`src/rtl/img_io_rx_controller_pkg.sv`:
```
// Shared image-path types: pixel/address widths, receive FSM states and the
// largest supported frame dimension.
package img_pkg;

  typedef logic [7:0] pixel_t;
  typedef logic [7:0] img_addr_t;

  typedef enum logic {
    RX_IDLE,
    RX_RECV
  } rx_state_t;

  localparam int IMG_MAX_DIM = 255;

endpackage

```
`src/rtl/img_io_rx_controller_if.sv`:
```
// Image SRAM port bundle; the master drives address, data and strobes, the
// memory returns read data on dout.
interface img_sram_intf;
  import img_pkg::*;

  pixel_t    din;
  img_addr_t row;
  img_addr_t col;
  logic      write_en;
  logic      sense_en;
  pixel_t    dout;

  modport mst (
    output din,
    output row,
    output col,
    output write_en,
    output sense_en,
    input  dout
  );

  modport slv (
    input  din,
    input  row,
    input  col,
    input  write_en,
    input  sense_en,
    output dout
  );

endinterface

```
`src/rtl/img_io_rx_controller_raster_counter.sv`:
```
// Row-major raster position generator: column advances first, wraps at
// ncols-1 into the next row, and flags the final pixel of the frame.
module img_raster_counter
  import img_pkg::*;
(
  input  logic      clk,
  input  logic      rstn,
  input  logic      clear,
  input  logic      step,
  input  img_addr_t nrows,
  input  img_addr_t ncols,
  output img_addr_t row,
  output img_addr_t col,
  output logic      last
);

  img_addr_t row_q, row_d;
  img_addr_t col_q, col_d;
  logic      colWrap;

  assign colWrap = (col_q == (ncols - 8'd1));
  assign last    = colWrap && (row_q == (nrows - 8'd1));
  assign row     = row_q;
  assign col     = col_q;

  // Stepping past the last pixel returns to the origin so the next frame
  // begins at (0,0) without needing a separate clear.
  always_comb begin
    row_d = row_q;
    col_d = col_q;
    if (clear) begin
      row_d = '0;
      col_d = '0;
    end else if (step) begin
      if (colWrap) begin
        col_d = '0;
        row_d = last ? 8'd0 : (row_q + 8'd1);
      end else begin
        col_d = col_q + 8'd1;
      end
    end
  end

  always_ff @(posedge clk or negedge rstn) begin
    if (!rstn) begin
      row_q <= '0;
      col_q <= '0;
    end else begin
      row_q <= row_d;
      col_q <= col_d;
    end
  end

endmodule

```
`src/rtl/img_io_rx_controller.sv`:
```
// Image receive controller: writes an 8-bit raster stream row-major into the
// image SRAM. Define IO_RX_DONE_EN to add a one-cycle end-of-frame pulse.
module img_io_rx_controller
  import img_pkg::*;
(
  input  logic      clk,
  input  logic      rstn,
  input  logic      en,
  input  img_addr_t nrows,
  input  img_addr_t ncols,
  input  pixel_t    din,
  output logic      busy,
  img_sram_intf.mst sram_img
`ifdef IO_RX_DONE_EN
  ,
  output logic      done
`endif
);

  rx_state_t state_q, state_d;
  img_addr_t nrows_q, nrows_d;
  img_addr_t ncols_q, ncols_d;
  pixel_t    din_q, din_d;
  img_addr_t row_q, row_d;
  img_addr_t col_q, col_d;
  logic      writeEn_q, writeEn_d;
  logic      lastPix_q, lastPix_d;

  logic      start;
  logic      sample;
  img_addr_t effRows;
  img_addr_t effCols;
  img_addr_t cntRow;
  img_addr_t cntCol;
  logic      cntLast;

  // Live dimensions matter only on the start edge; afterwards the latched
  // copies govern so input changes mid-frame are harmless.
  assign effRows = (state_q == RX_IDLE) ? nrows : nrows_q;
  assign effCols = (state_q == RX_IDLE) ? ncols : ncols_q;

  assign start  = (state_q == RX_IDLE) && en && (nrows != 8'd0) && (ncols != 8'd0);
  assign sample = start || ((state_q == RX_RECV) && !lastPix_q);

  img_raster_counter u_counter (
    .clk   (clk),
    .rstn  (rstn),
    .clear (!sample),
    .step  (sample),
    .nrows (effRows),
    .ncols (effCols),
    .row   (cntRow),
    .col   (cntCol),
    .last  (cntLast)
  );

  // lastPix_q marks that the final byte is already on the SRAM port, so the
  // following edge commits it and closes the frame.
  always_comb begin
    state_d   = state_q;
    nrows_d   = nrows_q;
    ncols_d   = ncols_q;
    din_d     = din_q;
    row_d     = row_q;
    col_d     = col_q;
    writeEn_d = sample;
    lastPix_d = sample && cntLast;

    case (state_q)
      RX_IDLE: begin
        if (start) begin
          state_d = RX_RECV;
          nrows_d = nrows;
          ncols_d = ncols;
        end
      end
      RX_RECV: begin
        if (lastPix_q) begin
          state_d = RX_IDLE;
        end
      end
      default: state_d = RX_IDLE;
    endcase

    if (sample) begin
      din_d = din;
      row_d = cntRow;
      col_d = cntCol;
    end
  end

  always_ff @(posedge clk or negedge rstn) begin
    if (!rstn) begin
      state_q   <= RX_IDLE;
      nrows_q   <= '0;
      ncols_q   <= '0;
      din_q     <= '0;
      row_q     <= '0;
      col_q     <= '0;
      writeEn_q <= 1'b0;
      lastPix_q <= 1'b0;
    end else begin
      state_q   <= state_d;
      nrows_q   <= nrows_d;
      ncols_q   <= ncols_d;
      din_q     <= din_d;
      row_q     <= row_d;
      col_q     <= col_d;
      writeEn_q <= writeEn_d;
      lastPix_q <= lastPix_d;
    end
  end

  assign busy              = (state_q == RX_RECV);
  assign sram_img.din      = din_q;
  assign sram_img.row      = row_q;
  assign sram_img.col      = col_q;
  assign sram_img.write_en = writeEn_q;
  assign sram_img.sense_en = ~writeEn_q;

`ifdef IO_RX_DONE_EN
  logic done_q, done_d;

  assign done_d = (state_q == RX_RECV) && lastPix_q;

  always_ff @(posedge clk or negedge rstn) begin
    if (!rstn) begin
      done_q <= 1'b0;
    end else begin
      done_q <= done_d;
    end
  end

  assign done = done_q;
`endif

endmodule

```
`src/flat_wrapper.sv`:
```
// flat-port wrapper written by rule: the top's interface ports become plain ports
module img_io_rx_controller_flat import img_pkg::*;
  (clk, rstn, en, nrows, ncols, din, busy, sram_img_din, sram_img_row, sram_img_col, sram_img_write_en, sram_img_sense_en, sram_img_dout);
  img_sram_intf sram_img_i ();
  input  logic clk;
  input  logic rstn;
  input  logic en;
  input  img_addr_t nrows;
  input  img_addr_t ncols;
  input  pixel_t din;
  output logic busy;
  output wire logic [$bits(sram_img_i.din)-1:0] sram_img_din;
  output wire logic [$bits(sram_img_i.row)-1:0] sram_img_row;
  output wire logic [$bits(sram_img_i.col)-1:0] sram_img_col;
  output wire logic [$bits(sram_img_i.write_en)-1:0] sram_img_write_en;
  output wire logic [$bits(sram_img_i.sense_en)-1:0] sram_img_sense_en;
  input wire logic [$bits(sram_img_i.dout)-1:0] sram_img_dout;
  assign sram_img_din = sram_img_i.din;
  assign sram_img_row = sram_img_i.row;
  assign sram_img_col = sram_img_i.col;
  assign sram_img_write_en = sram_img_i.write_en;
  assign sram_img_sense_en = sram_img_i.sense_en;
  assign sram_img_i.dout = sram_img_dout;
  img_io_rx_controller u_core (.clk(clk), .rstn(rstn), .en(en), .nrows(nrows), .ncols(ncols), .din(din), .busy(busy), .sram_img(sram_img_i));
endmodule
```
`config.mk`:
```
export PLATFORM = sky130hd
export DESIGN_NAME = img_io_rx_controller_flat
export DESIGN_NICKNAME = d
export VERILOG_FILES = /design/src/rtl/img_io_rx_controller_pkg.sv /design/src/rtl/img_io_rx_controller_if.sv /design/src/rtl/img_io_rx_controller_raster_counter.sv /design/src/rtl/img_io_rx_controller.sv /design/src/flat_wrapper.sv
export SDC_FILE = /design/constraint.sdc
export NUM_CORES = 1
export LEC_CHECK = 0
export CAP_MARGIN = 10
export CORE_UTILIZATION = 40
export DETAILED_ROUTE_END_ITERATION = 7
export GPL_TIMING_DRIVEN = 1
export MAX_ROUTING_LAYER = met4
export SLEW_MARGIN = 20
export SYNTH_ARGS = -nofsm -noshare
export SYNTH_HDL_FRONTEND = slang
export SYNTH_HIERARCHICAL = 1
export SYNTH_SLANG_ARGS = --single-unit
```
`constraint.sdc`:
```
create_clock -name clk -period 3.7 [get_ports clk]
set_clock_uncertainty 0.05 [all_clocks]
set_input_delay 0.74 -clock clk [delete_from_list [all_inputs] [get_ports clk]]
set_output_delay 0.74 -clock clk [all_outputs]
set_load 0.005 [all_outputs]
```
; Yosys cells after proc, flatten, opt, wreduce, memory -nomap -nowiden
; Index checks and enable logic that the tools add are counted.
[word_totals]
elab_cells = 40
ramBits = 0
register_bits = 59
latch_bits = 0
rom_bits = 0
n_memories = 0
[classes]
add_sub_neg = 4
mul = 0
div_mod_pow = 0
shift = 0
muxes = 10
n_eq_ne = 3
n_lt_le_gt_ge = 0
bitwise = 2
reduce_logical = 11
[ops]
columns = cell, count
row1 = $mux W8, 7
row2 = $add A8 B1 Y8 const B, 2
row3 = $eq A8 B8 Y1, 2
row4 = $reduce_bool A8 Y1, 2
row5 = $sub A8 B1 Y8 const B, 2
row6 = $logic_and A1 B1 Y1, 6
row7 = $mux W1, 2
row8 = $ne A2 B2 Y1 const B, 1
row9 = $not A1 Y1, 2
row10 = $pmux W1 S2, 1
row11 = $reduce_and A2 Y1, 1
row12 = $logic_not A1 Y1, 1
row13 = $logic_or A1 B1 Y1, 1

; Depth between registers and ports, before layout
; Gate-level depths: netlist (run 1).
[depth]
ltp_word = 7
depth_mapped = 13
mapped_depth_nobuf = 9

; Hierarchy
; The synthesis (run 1) kept the hierarchy.
[modules_own_cells]
columns = mod, cells_each, instances, area_each_um2
row1 = img_io_rx_controller, 119, 1, 1950.6
row2 = img_raster_counter, 179, 1, 1502.7

; Worst setup path after synthesis (run 1)
; No wires, ideal clock.
[synth_timing]
kind = register to register
startpoint = reg u_core.state_q (netlist: u_core/busy)
endpoint = reg u_core.u_counter.row_q[1] (netlist: u_core/u_counter/row[1])
setup_slack_ps = 421
path_buffers = 3
stages_incl_launch_ff = 11
synth_period_minus_slack_ps = 3279
arrival_time_ps = 3104
t_required_ps = 3525
cell_sequence = dfrtp_1 buf_6 clkbuf_1 mux2_2 nor4_2 nand3_1 nor2b_1 or4_4 buf_6 o311a_1 mux2_4
[synth_between]
elab_chain_len = 7
elab_cells_between_ends = 17
classes_between = add/sub: 2 / eq/ne: 3 / mux: 5 / bitwise: 1 / reduce/logical: 6
[synth_lines]
columns = item, line
row1 = start: declaration, img_io_rx_controller.sv:20  ; rx_state_t state_q, state_d;
row2 = start signal: assignment, img_io_rx_controller.sv:103  ; state_q <= state_d;
row3 = $mux W8 (*), img_io_rx_controller.sv:40  ; assign effCols = (state_q == RX_IDLE) ? ncols : ncols_q;
row4 = named net u_core.effCols[2], img_io_rx_controller.sv:32  ; img_addr_t effCols;
row5 = $sub A8 B1 Y8 (*), img_io_rx_controller_raster_counter.sv:21  ; assign colWrap = (col_q == (ncols - 8'd1));
row6 = $eq A8 B8 Y1 (*), img_io_rx_controller_raster_counter.sv:21
row7 = $logic_and A1 B1 Y1, img_io_rx_controller_raster_counter.sv:22  ; assign last = colWrap && (row_q == (nrows - 8'd1));
row8 = $mux W8, img_io_rx_controller_raster_counter.sv:37  ; row_d = last ? 8'd0 : (row_q + 8'd1);
row9 = $mux W8, img_io_rx_controller_raster_counter.sv:35  ; if (colWrap) begin
row10 = $mux W8, img_io_rx_controller_raster_counter.sv:31  ; if (clear) begin
row11 = end signal: assignment, img_io_rx_controller_raster_counter.sv:49  ; row_q <= row_d;
row12 = end: declaration, img_io_rx_controller_raster_counter.sv:17  ; img_addr_t row_q, row_d;
; Mark *: on every way through the listed nets, which the timed path passes. The rest lies on a longest branch. The select of a mux whose other input is x is not followed.
; A chain may end at the register's enable or synchronous reset.

; Final worst setup path (run 1)
[layout_timing]
startpoint = in nrows[0]
endpoint = reg u_core.u_counter.row_q[1] (netlist: u_core/u_counter/row[1])
[layout_between]
elab_chain_len = 7
elab_cells_between_ends = 12
classes_between = add/sub: 1 / eq/ne: 2 / mux: 4 / reduce/logical: 5
[layout_lines]
columns = item, line
row1 = start: declaration, flat_wrapper.sv:8  ; input img_addr_t nrows;
row2 = $mux W8, img_io_rx_controller.sv:39  ; assign effRows = (state_q == RX_IDLE) ? nrows : nrows_q;
row3 = named net u_core.effRows[0], img_io_rx_controller.sv:31  ; img_addr_t effRows;
row4 = $sub A8 B1 Y8, img_io_rx_controller_raster_counter.sv:22
row5 = $eq A8 B8 Y1, img_io_rx_controller_raster_counter.sv:22
row6 = $logic_and A1 B1 Y1, img_io_rx_controller_raster_counter.sv:22
row7 = $mux W8, img_io_rx_controller_raster_counter.sv:37
row8 = $mux W8, img_io_rx_controller_raster_counter.sv:35
row9 = $mux W8, img_io_rx_controller_raster_counter.sv:31
; The timed path passes the listed nets, and every way through them passes these cells. The select of a mux whose other input is x is not followed.

==> results of run 1 <==
## cell families after synthesis
kind of cell | count (synthesis) | share of synthesized area
and+or+nand+nor | 82 | 0.1449
DFF | 59 | 0.4275
muxes | 57 | 0.2043
AOI/OAI and AO/OA | 44 | 0.09783
buffers and inverters | 27 | 0.04746
xor gates and xnor gates | 25 | 0.06341
adders and majority gates | 4 | 0.01449
## registers in the layout (all words and copies together), names as in the netlist
register	cells
u_core/u_counter/col	8
u_core/ncols_q	8
u_core/sram_img.row	8
u_core/lastPix_q	1
u_core/sram_img.col	8
u_core/sram_img.write_en	1
u_core/u_counter/row	8
u_core/nrows_q	8
u_core/sram_img.din	8
u_core/busy	1
## final cells by class
| cell class | instances | area (µm²) |
|---|---|---|
| fillers | 726 | 3998 |
| multi-input cells | 212 | 1821 |
| flip-flops and latches | 59 | 1476 |
| repair buffers | 72 | 670.6 |
| clock buffers | 13 | 138.9 |
| well taps | 105 | 131.4 |
| inverters | 13 | 48.80 |
| clock inverters | 3 | 15.01 |
## cell usage in the layout, fill, tap and decap left out, types with 6 or more instances in the layout
master           netlist  routed
inv_1                 11      11
nand3_1               10      10
nand2_1               12      12
o211ai_1              12      12
mux2_2                40      40
dfrtp_1               59      59
xor2_1                12      12
clkbuf_8               0       9
o2111ai_1              7       7
mux2_4                17      17
xnor2_1               13      13
nor2_1                16      16
buf_4                  0      20
clkdlybuf4s50_1        0      52
nand4_1                6       6
## worst max path at each step
stage,startpoint,endpoint,slack [ns],depth (start not counted)
final,nrows[0],u_core/u_counter/row[1],0.33,9
after detailed placement,nrows[0],u_core/u_counter/row[1],-0.006,9
after global routing,u_core/busy,u_core/u_counter/row[1],0.21,7
after CTS,u_core/busy,u_core/u_counter/row[1],0.34,7
after floorplan,u_core/busy,u_core/u_counter/row[1],0.42,10
after global placement,nrows[0],u_core/u_counter/row[1],0.05,8
## metrics by stage
step / cell area [µm²] / worst slack, ns
2_1_floorplan: 3453 / 0.4206
3_3_place_gp: 4145 / 0.04898
3_5_place_dp: 4145 / -0.006129
4_1_cts: 4299 / 0.3413
5_1_grt: 4302 / 0.2085
6_report: 4302 / 0.3284
## power groups by stage
stage	sequential, µW	combinational, µW	clock [µW]
after global routing	920	713	533
after detailed placement	911	641	0
after CTS	900	647	505
after global placement	908	632	0
final	898	643	486
after floorplan	867	418	0
## routing by layer
layer,part of all wire,up-vias
met5,0,-
met3,0.040,13
met4,0.015,0
met1,0.45,1268
met2,0.49,56
li1,-,1232
==> impl_metrics.toml, run 1 <==
[run_status]
status = "finished, final reports clean"

[synth]
synth-edff-count = 0
async_flop_share = 1.000
ys_warn_count = 6
synth_most_common_cell = "dfrtp_1"
synth.distinct_cells = 51
netlist_instances = 298
yosysSeqAreaShare = 0.4275
synth-seq-cells = 59
avgSynthCellArea_um2 = 11.59
yosys-top-cells-count = "dfrtp_1 (59), mux2_2 (40), mux2_4 (17)"
netlist.area_leader.share = 0.4275
synth_ff_type = "dfrtp_1"
syn-num-nets = 337
yosys.area.top_type = "dfrtp_1"
synth_area_um2 = 3453
synthTopCellsByArea = "dfrtp_1 (43%), mux2_2 (13%), mux2_4 (7.4%)"

[floorplan]
core-area_um2 = 8299
die_area_um2 = 9009
start_util = 0.4161
rows = 33
io_pins = 62
die_y_um = 94.92
die_x_um = 94.92

[sta]
rsz0062_at_grt = "false"
relSlewSlack = 0.5933
finalCritPeriodShare = 0.9112
final.min_clock_period_ns = 3.372
slew_violations = 0
max_freq_mhz = 296.6
finalSetupTns_ns = 0
fin_hold_ws_ns = 0.3464
setup_viol = 0
worst_pin_slew_ns = 0.6101
hold_viol = 0

[worst_setup_path]
crit_slowest_cell = "or4b_2"
critPathBufInv = 2
crit_path_start_kind = "input pin"
crit_arrival_ns = 3.55
r2r-start = "u_core/busy"
cpPeakStageDelay_ns = 0.69
regToRegEndpoint = "u_core/u_counter/row[1]"
worst-r2r-cell-count = 7
critPathCaptureType = "register"
required_ns = 3.88
crit_fanout = 5
r2r_slack_ns = 0.36
crit_type = "input pin to register"
crit_chain = "clkdlybuf4s50_1 > mux2_2 > inv_1 > ha_1 > or4b_2 > a31oi_1 > o22ai_2 > o311a_1 > mux2_4"
critPathTopFamily = "compound AO/OA/AOI/OAI gates"

[route]
wirelength_mm = 7.358
drt_iter0_drc = 122
routed_via_density = 5.386
drc = 0
dr.pass1.iters = 4
routedWlPerCell_um = 15.43
dr_total_vias = 2569
ant_nets = 0

[cts]
h-tree-depth = 3
tritoncts = "done"
cts_buffers = 9
clkSlewWorstSetupHoldPaths_ns = 0.07
root_buffer = "clkbuf_8"
clock_latency_ns = 0.35
clockBufferDepth = 2
ctsResizeCount = 0
clock_sinks = 59
post_cts_buffers = 0
cts_hold_buf = 0

[place]
io_buffers = 53
place_congestion = 0.8190
dp_hpwl_mm = 5.279
placed_cells = 461

[final_layout]
syn2layout_area_growth_pct = 24.57
final_nets = 406
n_antenna_cell = 0
final_util = 0.5183
instances_no_fill = 477
drive_gt1_frac = 0.2769

[pwr]
swShare = 0.3187
switching_power_uw = 646.2
p_leak_uw = 0.001784
clkPwrFrac = 0.240
p_int_uw = 1381
combPwrFrac = 0.317
powerDensity_nw_per_um2 = 471.3
seqPwrFrac = 0.443
ir_drop_mv = 0.2507
power.total_uw = 2027

[global_routing]
use_met2 = 0.3028
grt_max_degree = 47
grt.busiest_layer = "met2"
met1_usage = 0.2190
grt_pass1_wl_mm = 12.23
met3_usage = 0.04509
grtUsageTotal = 0.1860
grt_pass1_vias = 2590
gr-total-overflow = 0
antenna_found_initial = 0

[run]
drv_cap = 0

[min_path]
hp-class = "input pin to async pin"
Power figures use the tool's default switching activity.
==> inputs of run 2 (changes only) <==
CTS_BUF_LIST = sky130_fd_sc_hd__clkbuf_8   (was default)
CTS_CLUSTER_SIZE = 14   (was default)
==> run 2 against run 1 <==
Clock-buffer cell count decreased by 4. Routed wire length decreased by 0.11%. Non-clock buffer count is the same. Worst setup slack lost 0.0028 ns. Combinational power hardly changed. Sequential power is essentially flat. Sequential cell count unchanged. First-iteration DRC count fell by 7.4%. Utilization unchanged. Via count down 0.47%. Worst hold slack better by 0.0027 ns. Critical path type unchanged. Critical endpoint unchanged. Largest cell class unchanged. Largest power group unchanged.
==> impl_metrics.toml, run 2 (synthesized netlist as in run 1, its figures left out) <==
[pwr]
switching_power_uw = 645.2
p_leak_uw = 0.001801
swShare = 0.3202
power.total_uw = 2015
seqPwrFrac = 0.446
combPwrFrac = 0.319
ir_drop_mv = 0.2414
powerDensity_nw_per_um2 = 468.5
p_int_uw = 1370
clkPwrFrac = 0.235

[sta]
finalCritPeriodShare = 0.9120
hold_viol = 0
finalSetupTns_ns = 0
slew_violations = 0
worst_pin_slew_ns = 0.6090
rsz0062_at_grt = "false"
setup_viol = 0
fin_hold_ws_ns = 0.3492
final.min_clock_period_ns = 3.374
max_freq_mhz = 296.3
relSlewSlack = 0.5940

[worst_setup_path]
regToRegEndpoint = "u_core/u_counter/row[1]"
crit_fanout = 5
timing.critical_path.from = "nrows[0]"
required_ns = 3.88
worst-r2r-cell-count = 7
r2r_slack_ns = 0.35
crit_arrival_ns = 3.55
crit_path_start_kind = "input pin"
r2r-start = "u_core/busy"
critPathCaptureType = "register"
crit_type = "input pin to register"

[route]
drc = 0
wirelength_mm = 7.350
ant_nets = 0
dr_total_vias = 2557
routed_via_density = 5.361
drt_iter0_drc = 113
dr.pass1.iters = 4
routedWlPerCell_um = 15.41

[final_layout]
layout_common_cells = "dfrtp_1 (59), clkdlybuf4s50_1 (52), mux2_2 (40)"
final_nets = 406
layout_commonest_cell = "dfrtp_1"
drive_gt1_frac = 0.2769
syn2layout_area_growth_pct = 24.57
n_antenna_cell = 0

[floorplan]
io_pins = 62
die_y_um = 94.92
start_util = 0.4161
core-area_um2 = 8299
rows = 33
die_x_um = 94.92
die_area_um2 = 9009

[cts]
tritoncts = "done"
clock_latency_ns = 0.34
ctsResizeCount = 0
cts_hold_buf = 0
post_cts_buffers = 0
clock_sinks = 59
h-tree-depth = 3
clkSlewWorstSetupHoldPaths_ns = 0.07
cts_buffers = 9
clockBufferDepth = 2
root_buffer = "clkbuf_8"

[place]
io_buffers = 53
place_congestion = 0.8190
dp_hpwl_mm = 5.279

[global_routing]
grt_pass1_wl_mm = 12.23
grtUsageTotal = 0.1860
antenna_found_initial = 0
grt_pass1_vias = 2586
gr-total-overflow = 0
grt_max_degree = 47

[run]
drv_cap = 0

[run_status]
status = "finished, final reports clean"

[min_path]
hp-class = "input pin to async pin"
==> run 2: cell types whose count changed in the layout (fill, tap and decap cells not counted) <==
| cell | delta |
|---|---|
| inv_1 | +4 |
| clkbuf_1 | -4 |
==> run 2: critical path, cell delays in order <==
cell and delay (ns):
clkdlybuf4s50_1 0.53, mux2_2 0.23, inv_1 0.05, ha_1 0.26, or4b_2 0.69, a31oi_1 0.26, o22ai_2 0.18, o311a_1 0.36
mux2_4 0.26
==> run 2: stage by stage <==
stage / setup WS, ns / util / cell area [µm²] / cells
after floorplan: 0.4206 / - / 3453 / 298
after global routing: 0.2090 / 0.5183 / 4302 / 477
after CTS: 0.3423 / 0.5180 / 4299 / 477
final: 0.3256 / 0.5183 / 4302 / 477
after detailed placement: -0.006129 / 0.4995 / 4145 / 461
after global placement: 0.04898 / 0.4995 / 4145 / 461
==> run 2: how the worst max path moves through the flow <==
| stage | endpoint | slack (ns) |
|---|---|---|
| after floorplan | u_core/u_counter/row[1] | 0.42 |
| after global placement | u_core/u_counter/row[1] | 0.05 |
| final | u_core/u_counter/row[1] | 0.33 |
| after global routing | u_core/u_counter/row[1] | 0.21 |
| after detailed placement | u_core/u_counter/row[1] | -0.006 |
| after CTS | u_core/u_counter/row[1] | 0.34 |
==> run 2: per-layer routing <==
metal  up-vias  share of wire  GRT usage
li1       1234              -          -
met1      1251           0.45     0.2190
met2        59           0.49     0.3028
met3        13          0.039    0.04509
met4         0          0.015    0.07828
met5         -              0          -
==> run 2: area by class of cell <==
class	count	area [µm²]
clock buffer	9	123.9
clock inverter	7	30.03
fill	726	3998
inverter	13	48.80
multi-input combinational	212	1821
sequential	59	1476
tap	105	131.4
timing repair buffer	72	670.6
==> run 2: power by group through the flow <==
| stage | Clock, µW | Combinational (µW) | Sequential, µW |
|---|---|---|---|
| floorplan | 0 | 418 | 867 |
| CTS | 496 | 647 | 900 |
| global route | 523 | 713 | 920 |
| global placement | 0 | 632 | 908 |
| detailed placement | 0 | 641 | 911 |
| finish | 474 | 643 | 898 |
